$ cat src/rtl/md_sched.sv
// md_sched: multi-cycle multiply/divide scheduler owning the architectural HI/LO registers
//   in : clk, reset (async, active-low), op_valid, op, rs, rt, cancel, d_md_use, dp_hi, dp_lo
//   out: dp_start, dp_op, dp_a, dp_b (datapath launch), hi, lo, busy, stall, proto_err
module md_sched #(
  parameter int WIDTH   = 32,
  parameter int MUL_LAT = 5,
  parameter int DIV_LAT = 10
) (
  input  logic             clk,
  input  logic             reset,
  input  logic             op_valid,
  input  logic [2:0]       op,
  input  logic [WIDTH-1:0] rs,
  input  logic [WIDTH-1:0] rt,
  input  logic             cancel,
  input  logic             d_md_use,
  output logic             dp_start,
  output logic [1:0]       dp_op,
  output logic [WIDTH-1:0] dp_a,
  output logic [WIDTH-1:0] dp_b,
  input  logic [WIDTH-1:0] dp_hi,
  input  logic [WIDTH-1:0] dp_lo,
  output logic [WIDTH-1:0] hi,
  output logic [WIDTH-1:0] lo,
  output logic             busy,
  output logic             stall,
  output logic             proto_err
);
  typedef enum logic {IDLE, RUN} state_t;
  localparam logic [3:0] MUL_CNT = 4'(MUL_LAT);
  localparam logic [3:0] DIV_CNT = 4'(DIV_LAT);
  state_t state_q, state_d;
  logic [3:0] cnt_q, cnt_d;
  logic [WIDTH-1:0] hi_q, hi_d, lo_q, lo_d, hi_bak_q, hi_bak_d, lo_bak_q, lo_bak_d;
  logic [WIDTH-1:0] dp_a_q, dp_a_d, dp_b_q, dp_b_d;
  logic [1:0] dp_op_q, dp_op_d;
  logic dp_start_q, dp_start_d, just_issued_q, just_issued_d, proto_err_q, proto_err_d;
  logic legal, arith, is_div, issue, abort;
  always_comb begin
    legal = (op != 3'd0) && (op != 3'd7);
    arith = op <= 3'd4;
    is_div = (op == 3'd3) || (op == 3'd4);
    issue = op_valid & legal & ~cancel & (state_q == IDLE);
    abort = cancel & just_issued_q;
    state_d = state_q;
    cnt_d = cnt_q;
    hi_d = hi_q;
    lo_d = lo_q;
    hi_bak_d = hi_bak_q;
    lo_bak_d = lo_bak_q;
    dp_a_d = dp_a_q;
    dp_b_d = dp_b_q;
    dp_op_d = dp_op_q;
    dp_start_d = 1'b0;
    just_issued_d = issue;
    proto_err_d = proto_err_q | (op_valid & legal & (state_q == RUN));
    // the abort test comes first so that with a 1-cycle latency the cancel beats the commit
    if (abort) begin
      state_d = IDLE;
      cnt_d = '0;
      hi_d = hi_bak_q;
      lo_d = lo_bak_q;
    end else if (state_q == RUN) begin
      cnt_d = cnt_q - 4'd1;
      if (cnt_q == 4'd1) begin
        hi_d = dp_hi;
        lo_d = dp_lo;
        state_d = IDLE;
      end
    end else if (issue) begin
      // both halves are snapshotted so a cancelled MTHI/MTLO never restores a stale value
      hi_bak_d = hi_q;
      lo_bak_d = lo_q;
      if (arith) begin
        dp_a_d = rs;
        dp_b_d = rt;
        dp_op_d = op[1:0] - 2'd1;
        cnt_d = is_div ? DIV_CNT : MUL_CNT;
        state_d = RUN;
        dp_start_d = 1'b1;
      end else begin
        hi_d = (op == 3'd5) ? rs : hi_q;
        lo_d = (op == 3'd6) ? rs : lo_q;
      end
    end
  end
  always_ff @(posedge clk or negedge reset) begin
    if (!reset) begin
      state_q <= IDLE;
      cnt_q <= '0;
      hi_q <= '0;
      lo_q <= '0;
      hi_bak_q <= '0;
      lo_bak_q <= '0;
      dp_a_q <= '0;
      dp_b_q <= '0;
      dp_op_q <= '0;
      dp_start_q <= 1'b0;
      just_issued_q <= 1'b0;
      proto_err_q <= 1'b0;
    end else begin
      state_q <= state_d;
      cnt_q <= cnt_d;
      hi_q <= hi_d;
      lo_q <= lo_d;
      hi_bak_q <= hi_bak_d;
      lo_bak_q <= lo_bak_d;
      dp_a_q <= dp_a_d;
      dp_b_q <= dp_b_d;
      dp_op_q <= dp_op_d;
      dp_start_q <= dp_start_d;
      just_issued_q <= just_issued_d;
      proto_err_q <= proto_err_d;
    end
  end
  assign dp_start = dp_start_q;
  assign dp_op = dp_op_q;
  assign dp_a = dp_a_q;
  assign dp_b = dp_b_q;
  assign hi = hi_q;
  assign lo = lo_q;
  assign busy = (state_q == RUN) | issue;
  assign stall = d_md_use & busy;
  assign proto_err = proto_err_q;
endmodule

$ cat config.mk
export PLATFORM = sky130hd
export DESIGN_NAME = md_sched
export DESIGN_NICKNAME = d
export VERILOG_FILES = /design/src/rtl/md_sched.sv
export SDC_FILE = /design/constraint.sdc
export NUM_CORES = 1
export LEC_CHECK = 0
export CAP_MARGIN = 20
export CORE_AREA = 5 5 168 154
export CTS_CLUSTER_SIZE = 10
export DETAILED_ROUTE_END_ITERATION = 7
export DIE_AREA = 0 0 173 159
export PLACE_DENSITY_LB_ADDON = 0.2
export SYNTH_ARGS = -nofsm -noshare
export SYNTH_HDL_FRONTEND = slang
export SYNTH_SLANG_ARGS = --single-unit
$ cat constraint.sdc
create_clock -name clk -period 5.1 [get_ports clk]
set_input_delay 0.765 -clock clk [delete_from_list [all_inputs] [get_ports clk]]
set_output_delay 0.765 -clock clk [all_outputs]
set_load 0.1 [all_outputs]
### Yosys cells after proc, flatten, opt, wreduce, memory -nomap -nowiden

Index checks and enable logic that the tools add are counted.

| word-level totals | value |
|---|---|
| word-level logic and storage cells | 70 |
| register bits after elaboration | 202 |
| output and inout port bits | 134 |
| bits of input ports | 136 |

| cells by class | value |
|---|---|
| equal/unequal tests | 8 |
| bitwise gates (word level) | 11 |
| $add $sub $neg | 2 |
| $lt $le $gt $ge | 1 |
| reduce and logical (&&, ||, !) cells | 12 |
| muxes and demuxes | 24 |

Operator list:

| cell | count |
|---|---|
| 32-bit two-way mux | 12 |
| 4-bit two-way mux | 5 |
| 3-bit nonzero test | 5 |
| 4-bit AND reduction | 3 |
| 3-bit equality test (second input constant) | 3 |
| 1-bit two-way mux | 7 |
| 1-bit AND | 6 |
| 4-bit by 1-bit equality test with 1-bit output (second input constant) | 1 |
| 4-bit by 1-bit subtractor with 4-bit output (second input constant) | 1 |
| 3-bit by 2-bit equality test with 1-bit output (second input constant) | 1 |
| 3-bit less-or-equal comparator (second input constant) | 1 |
| 3-bit by 1-bit != test with 1-bit output (second input constant) | 1 |
| 3-bit by 2-bit != test with 1-bit output (second input constant) | 1 |
| 3-bit != test (second input constant) | 1 |
| 1-bit inverter | 3 |
| 3-bit AND reduction | 1 |
| 1-bit OR | 2 |
| 2-bit AND reduction | 1 |
| 2-bit by 1-bit subtractor with 2-bit output (second input constant) | 1 |
| 1-bit logical AND | 1 |
| 1-bit logical OR | 1 |

### Depth between registers and ports, before layout

Gate-level depths: netlist of the first run.

| depth | value |
|---|---|
| depth in word-level cells | 8 |
| gate-level depth with buffers | 8 |
| gate-level depth less buffers | 6 |

### Least setup slack after synthesis of the first run

No wires, ideal clock.

| timing path | value |
|---|---|
| kind | input -> output |
| start point | input op[0] |
| end point | output stall |
| arrival time | 4.394 ns |
| cell stages on the path | 6 |
| buffers on the path | 0 |
| slack | -0.059 ns |
| required time | 4.335 ns |
| path through | inv_1 -> ha_1 -> mux2i_1 -> nand2_1 -> o21ai_0 -> and2_1 |

| between the ends | value |
|---|---|
| word-level cells in the longest chain between the ends | 7 |
| elaborated cells between the ends (all ways) | 8 |
| classes of those cells | eq/ne: 1; bitwise: 5; reduce/logical: 2 |

Ends and longest elaborated chain:

| item | RTL line | RTL |
|---|---|---|
| start: declaration | 12 | `input logic [2:0] op,` |
| 3-bit != test / 3-bit nonzero test (equally long branches) | 40 | `legal = (op != 3'd0) && (op != 3'd7);` |
| 1-bit logical AND * | 40 |  |
| 1-bit AND * (3 in series) | 43 | `issue = op_valid & legal & ~cancel & (state_q == IDLE);` |
| 1-bit OR * | 122 | `assign busy = (state_q == RUN) \| issue;` |
| via busy | 25 | `output logic busy,` |
| 1-bit AND * | 123 | `assign stall = d_md_use & busy;` |
| end: declaration | 26 | `output logic stall,` |

Mark *: on every way through the listed nets, which the timed path passes. The rest lies on a longest branch.

### Final worst setup path of the first run

| timing path | value |
|---|---|
| start point | input op[0] |
| end point | output stall |

| between the ends | value |
|---|---|
| word-level cells in the longest chain between the ends | 7 |
| elaborated cells between the ends (all ways) | 8 |
| classes of those cells | eq/ne: 1; bitwise: 5; reduce/logical: 2 |

Ends and longest elaborated chain:

| item | RTL line |
|---|---|
| 3-bit != test / 3-bit nonzero test (equally long branches) | 40 |
| 1-bit logical AND * | 40 |
| 1-bit AND * (3 in series) | 43 |
| 1-bit OR * | 122 |
| 1-bit AND * | 123 |

Every way passes the cells marked *; elsewhere a longest branch is shown, timed or not.

==> results of run 1 <==
state kept, by name (all words and copies together) (netlist names), 2 cells and up:
register and cells:
dp_a 32, dp_b 32, hi 32, hi_bak_q 32, lo 32, lo_bak_q 32, cnt_q 4, dp_op 2
worst max-delay path: cells and delay by family:
family | cells | cell delay [ps]
AND/OR/NAND/NOR | 2 | 310
AO/OA/AOI/OAI | 1 | 250
buffers and inverters | 3 | 930
adder cells (fa/ha/maj) | 1 | 270
multiplexers | 1 | 350
through the flow:
stage          setup slack (ps)  area, um2   util
6_report                   1460      12900  0.541
5_1_grt                    1380      12900  0.541
4_1_cts                    1410      12900  0.541
3_5_place_dp               1420      12300  0.513
3_3_place_gp               1460      12300  0.513
2_1_floorplan               763       9380      -
per-layer routing:
layer | global-route usage | up-vias
met5 | 0 | -
li1 | - | 2942
met2 | 0.261 | 205
met3 | 0.0667 | 23
met4 | 0.0323 | 0
met1 | 0.221 | 2972
cell type report:
class	count	area, um2	share of cell area
diodes	1	2.50	0.000193
well taps	308	385	0.0298
multi-input cells	435	4020	0.311
flip-flops and latches	202	5060	0.391
inverters	7	26.3	0.00203
clock buffers	32	672	0.0519
repair buffers	276	2780	0.215
cell families after synthesis:
logic type                 Yosys count
DFF                                202
AOI/OAI and AO/OA                   83
and+or+nand+nor                     86
muxes                              259
buffers and inverters               51
xor gates and xnor gates             1
adders and majority gates            6
worst paths after layout:
check / startpoint / endpoint / slack, ps / depth (start not counted)
max: op[0] / stall / 1460 / 8
min: reset / lo_bak_q[7] / 300 / 1
max reg2reg: state_q / lo[21] / 2440 / 5
min reg2reg: proto_err / proto_err / 470 / 1
max in group asynchronous: reset / state_q / 3680 / 2
min in group clk: proto_err / proto_err / 470 / 1
cell usage in the layout, fill, tap and decap left out, types with 2 or more instances in the layout:
cell,instances
nand2_1,70
nor2_1,3
buf_12,3
ha_1,6
mux2_2,127
a21oi_4,2
clkbuf_1,5
mux2_1,5
clkdlybuf4s50_1,266
a211oi_1,3
o21ai_0,60
and3b_1,2
clkbuf_16,25
nor2b_1,2
mux2_4,60
clkbuf_8,3
mux2i_1,67
buf_4,6
inv_1,7
o21ai_1,10
dfrtp_1,201
==> impl_metrics.yaml, run 1 <==
timing:
  fin_crit_sh: 0.713
  worst_clock_skew_ps: 9.63
  hold_viol: 0
  fmax_mhz: 275
  fin_setup_tns_ps: 0
  fin_crit_ps: 3640
  holdWs_ps: 300
  rsz0062_at_grt: "no"
  tightestPinTransition_ps: 1080
  slew_headroom: 0.275
  drv_slew: 0
  setup_viol: 0
grt:
  grt_overflow: 0
  grt_antenna_before_repair: 0
  grt_start_max_net_pins: 123
  grt_pass1_vias: 6755
  grt.total_usage: 0.166
  grt_pass1_wl_um: 37800
cts:
  htreeDepth: 1
  numCtsBuffers: 24
  cts_tree: "built"
  root_buffer: "clkbuf_16"
  ctsHoldBuffers: 0
  clock_latency_ps: 500
  clockBufferDepth: 3
  post_cts_resized: 0
  cts_sinks: 202
  path_clk_slew_ps: 50
  post_cts_buffers: 0
critical_path:
  start_kind: "input port"
  cpMaxStageDelayCell: "clkdlybuf4s50_1"
  arrival_ps: 2870
  slowest_delay_ps: 550
  worstPathMaxFanout: 5
  crit_required_ps: 4340
  path_cells: "clkdlybuf4s50_1 > inv_1 > ha_1 > mux2i_1 > nand2_1 > o21ai_1 > and2_1 > buf_4"
  end_kind: "output pin"
  crit_type: "in2out"
synth:
  yosysMostFrequentCell: "dfrtp_1"
  synth.distinct_cells: 34
  yosysTopAreaCell: "dfrtp_1"
  post-synth-top-area-fraction: 0.539
  syn_nets: 830
  synth.top_cells.by_count: "dfrtp_1, mux2_2, nand2_1, mux2i_1, o21ai_0"
  yosys.area_share.simple: 0.0411
  synth_xor_area_frac: 0.000934
  synth_compound_area_frac: 0.0511
  synth.area.mux_share: 0.326
  syn-instance-count: 688
  synth_area_per_cell_um2: 13.6
  syn-cell-area_um2: 9380
  synth-main-ff-cell: "dfrtp_1"
  synthTopCellsByArea: "dfrtp_1, mux2_2, mux2_4, mux2i_1, o21ai_0"
  synth_warnings: 0
  synth-adder-area-share: 0.00801
  synth.ff_latch_count: 202
  async_reset_ff_frac: 1.00
  synth_enable_flop_cells: 0
  synth_top_family_by_area: "multiplexers"
  seq_area_frac_synth: 0.539
die:
  die_y_um: 159
  core_region_area_um2: 23900
  fp.dieW_um: 173
  initial_core_util: 0.392
  num_rows: 54
  ioPinCount: 270
  die_area_um2: 27500
routing:
  drc: 0
  drt-met1-wl_um: 10300
  ant_nets: 0
  vias_per_cell: 4.87
  via_count: 6142
  dr.pass1.iters: 4
  drtIter0Drc: 292
  top_layer: "met4"
  met2_length_um: 10400
  totalWireLength_um: 23200
  post_drt_wl_per_cell_um: 18.4
  wl_met3_um: 2200
final_layout:
  stdcell_count: 1261
  fillers: 2060
  fin_nets: 1088
  drive_above_1_share: 0.247
  areaGrowthSynthToFinish_pct: 38.1
placed_design:
  routabilityCongestion: 0.734
  place_hpwl_um: 16000
  portBuffers: 269
  dp_cells: 1228
flow_run:
  maxCapViolCount: 0
worst_hold_path:
  hold_path.class: "in2async"
status:
  status: "completed"
Power of run 1 is not shown: default switching activity piles up to over one toggle a cycle in this logic, so the estimate is an artifact.
==> inputs of run 2 (changes only) <==
clock period = 3.1 ns   (was 5.1 ns; I/O delays follow)
==> run 2 against run 1 <==
  * Wire length grew 1.0%
  * Non-clock buffer count grew 10
  * First-iteration DRC count shrank 31%
  * Register-to-register slack lost 1600 ps
  * Setup slack lost 1300 ps
  * Utilization shrank 0.61 points
  * Sequential share of layout area grew 0.45 points
  * Hold slack gained 180 ps
  * Clock-buffer cell count grew 2
  * Critical path type unchanged
  * Critical endpoint unchanged
==> impl_metrics.yaml, run 2 (synthesis results as in run 1) <==
status:
  status: "completed"
grt:
  grt_antenna_before_repair: 0
  grt_pass1_vias: 6966
  grt_pass1_wl_um: 37900
  grt.total_usage: 0.167
  grt_start_max_net_pins: 75
  grt_overflow: 0
cts:
  post_cts_buffers: 0
  cts_tree: "built"
  cts_sinks: 202
  htreeDepth: 1
  root_buffer: "clkbuf_16"
  path_clk_slew_ps: 50
  numCtsBuffers: 25
  clockBufferDepth: 3
  clock_latency_ps: 510
die:
  initial_core_util: 0.392
  fp.dieW_um: 173
  core_region_area_um2: 23900
  num_rows: 54
  die_y_um: 159
  ioPinCount: 270
  die_area_um2: 27500
critical_path:
  worstPathMaxFanout: 5
  start_kind: "input port"
  crit_type: "in2out"
  crit_required_ps: 2630
  arrival_ps: 2450
  end_kind: "output pin"
  ff2ff_path_depth: 5
placed_design:
  portBuffers: 269
  routabilityCongestion: 0.751
  place_hpwl_um: 16600
final_layout:
  final_common_cell: "dfrtp_1"
  areaGrowthSynthToFinish_pct: 36.5
  n_antenna_cell: 0
  fillers: 2110
  drive_above_1_share: 0.393
  fin_nets: 1099
  layout_common_cells: "dfrtp_1, buf_4, clkdlybuf4s50_1, mux2_2, nand2_1"
routing:
  post_drt_wl_per_cell_um: 18.4
  vias_per_cell: 4.96
  via_count: 6317
  ant_nets: 0
  drc: 0
  totalWireLength_um: 23500
  drtIter0Drc: 202
  dr.pass1.iters: 4
timing:
  hold_viol: 0
  fin_crit_ps: 2920
  fin_setup_tns_ps: 0
  fin_crit_sh: 0.941
  holdWs_ps: 481
  drv_slew: 0
  slew_headroom: 0.652
  rsz0062_at_grt: "no"
  worst_clock_skew_ps: 10.1
  setup_viol: 0
  fmax_mhz: 343
  tightestPinTransition_ps: 523
flow_run:
  maxCapViolCount: 0
worst_hold_path:
  hold_path.class: "in2async"
-- run 2: cell count changes in the layout (fill, tap and decap cells not counted), sizes merged --
| cell | previous run | this run |
|---|---|---|
| buf | 9 | 150 |
| clkbuf | 33 | 35 |
| clkdlybuf4s50 | 266 | 134 |
| diode | 1 | 0 |
| dlygate4sd3 | 0 | 1 |
| inv | 7 | 8 |
-- run 2: worst max-delay path: stages --
cell and delay (ps):
clkdlybuf4s50_1 550, inv_1 80, ha_1 260, mux2i_1 290, nand2_1 150, o21ai_2 250
and2_2 220, buf_12 170
-- run 2: per-stage QoR --
| stage | utilization | instance area [um2] | std cells | setup WS [ps] |
|---|---|---|---|---|
| 3_5_place_dp | 0.506 | 12100 | 1237 | 192 |
| 5_1_grt | 0.535 | 12800 | 1273 | 96.3 |
| 2_1_floorplan | - | 9380 | 688 | 180 |
| 3_3_place_gp | 0.506 | 12100 | 1237 | 207 |
| 6_report | 0.535 | 12800 | 1273 | 183 |
| 4_1_cts | 0.535 | 12800 | 1273 | 180 |
-- run 2: path summary, 6_finish.rpt --
check | from | end | slack (ps)
worst min register to register | dp_op[1] | dp_op[1] | 480
max in group asynchronous | reset | dp_a[31] | 1820
worst max register to register | state_q | lo[1] | 880
min in group clk | dp_op[1] | dp_op[1] | 480
worst min-delay path | reset | hi[7] | 480
worst max-delay path | op[0] | stall | 180
-- run 2: routing by layer --
metal / global-route usage / up-vias / share of wire
li1: - / 2957 / -
met1: 0.213 / 3126 / 0.44
met2: 0.274 / 205 / 0.46
met3: 0.0655 / 29 / 0.091
met4: 0.0326 / 0 / 0.017
met5: 0 / - / 0
-- run 2: what timing repair did --
action	CTS	global route
hold buffers	1	0
resized for setup	0	0
endpoints found under the hold margin	54	0
-- run 2: cell type report --
type	count	area, um2	area share
inverters	7	26.3	0.00205
well taps	308	385	0.0301
clock buffers	34	679	0.0531
multi-input cells	435	4030	0.315
clock inverters	1	8.76	0.000684
repair buffers	286	2620	0.204
flip-flops and latches	202	5060	0.395
Power of run 2 is left out for the same reason.
==> inputs of run 3 (changes only) <==
GPL_ROUTABILITY_DRIVEN = 0   (was default)
==> results of run 3 <==
No change in the layout: final DEF, timing and power equal those of run 2.
Power of run 3 is left out for the same reason.
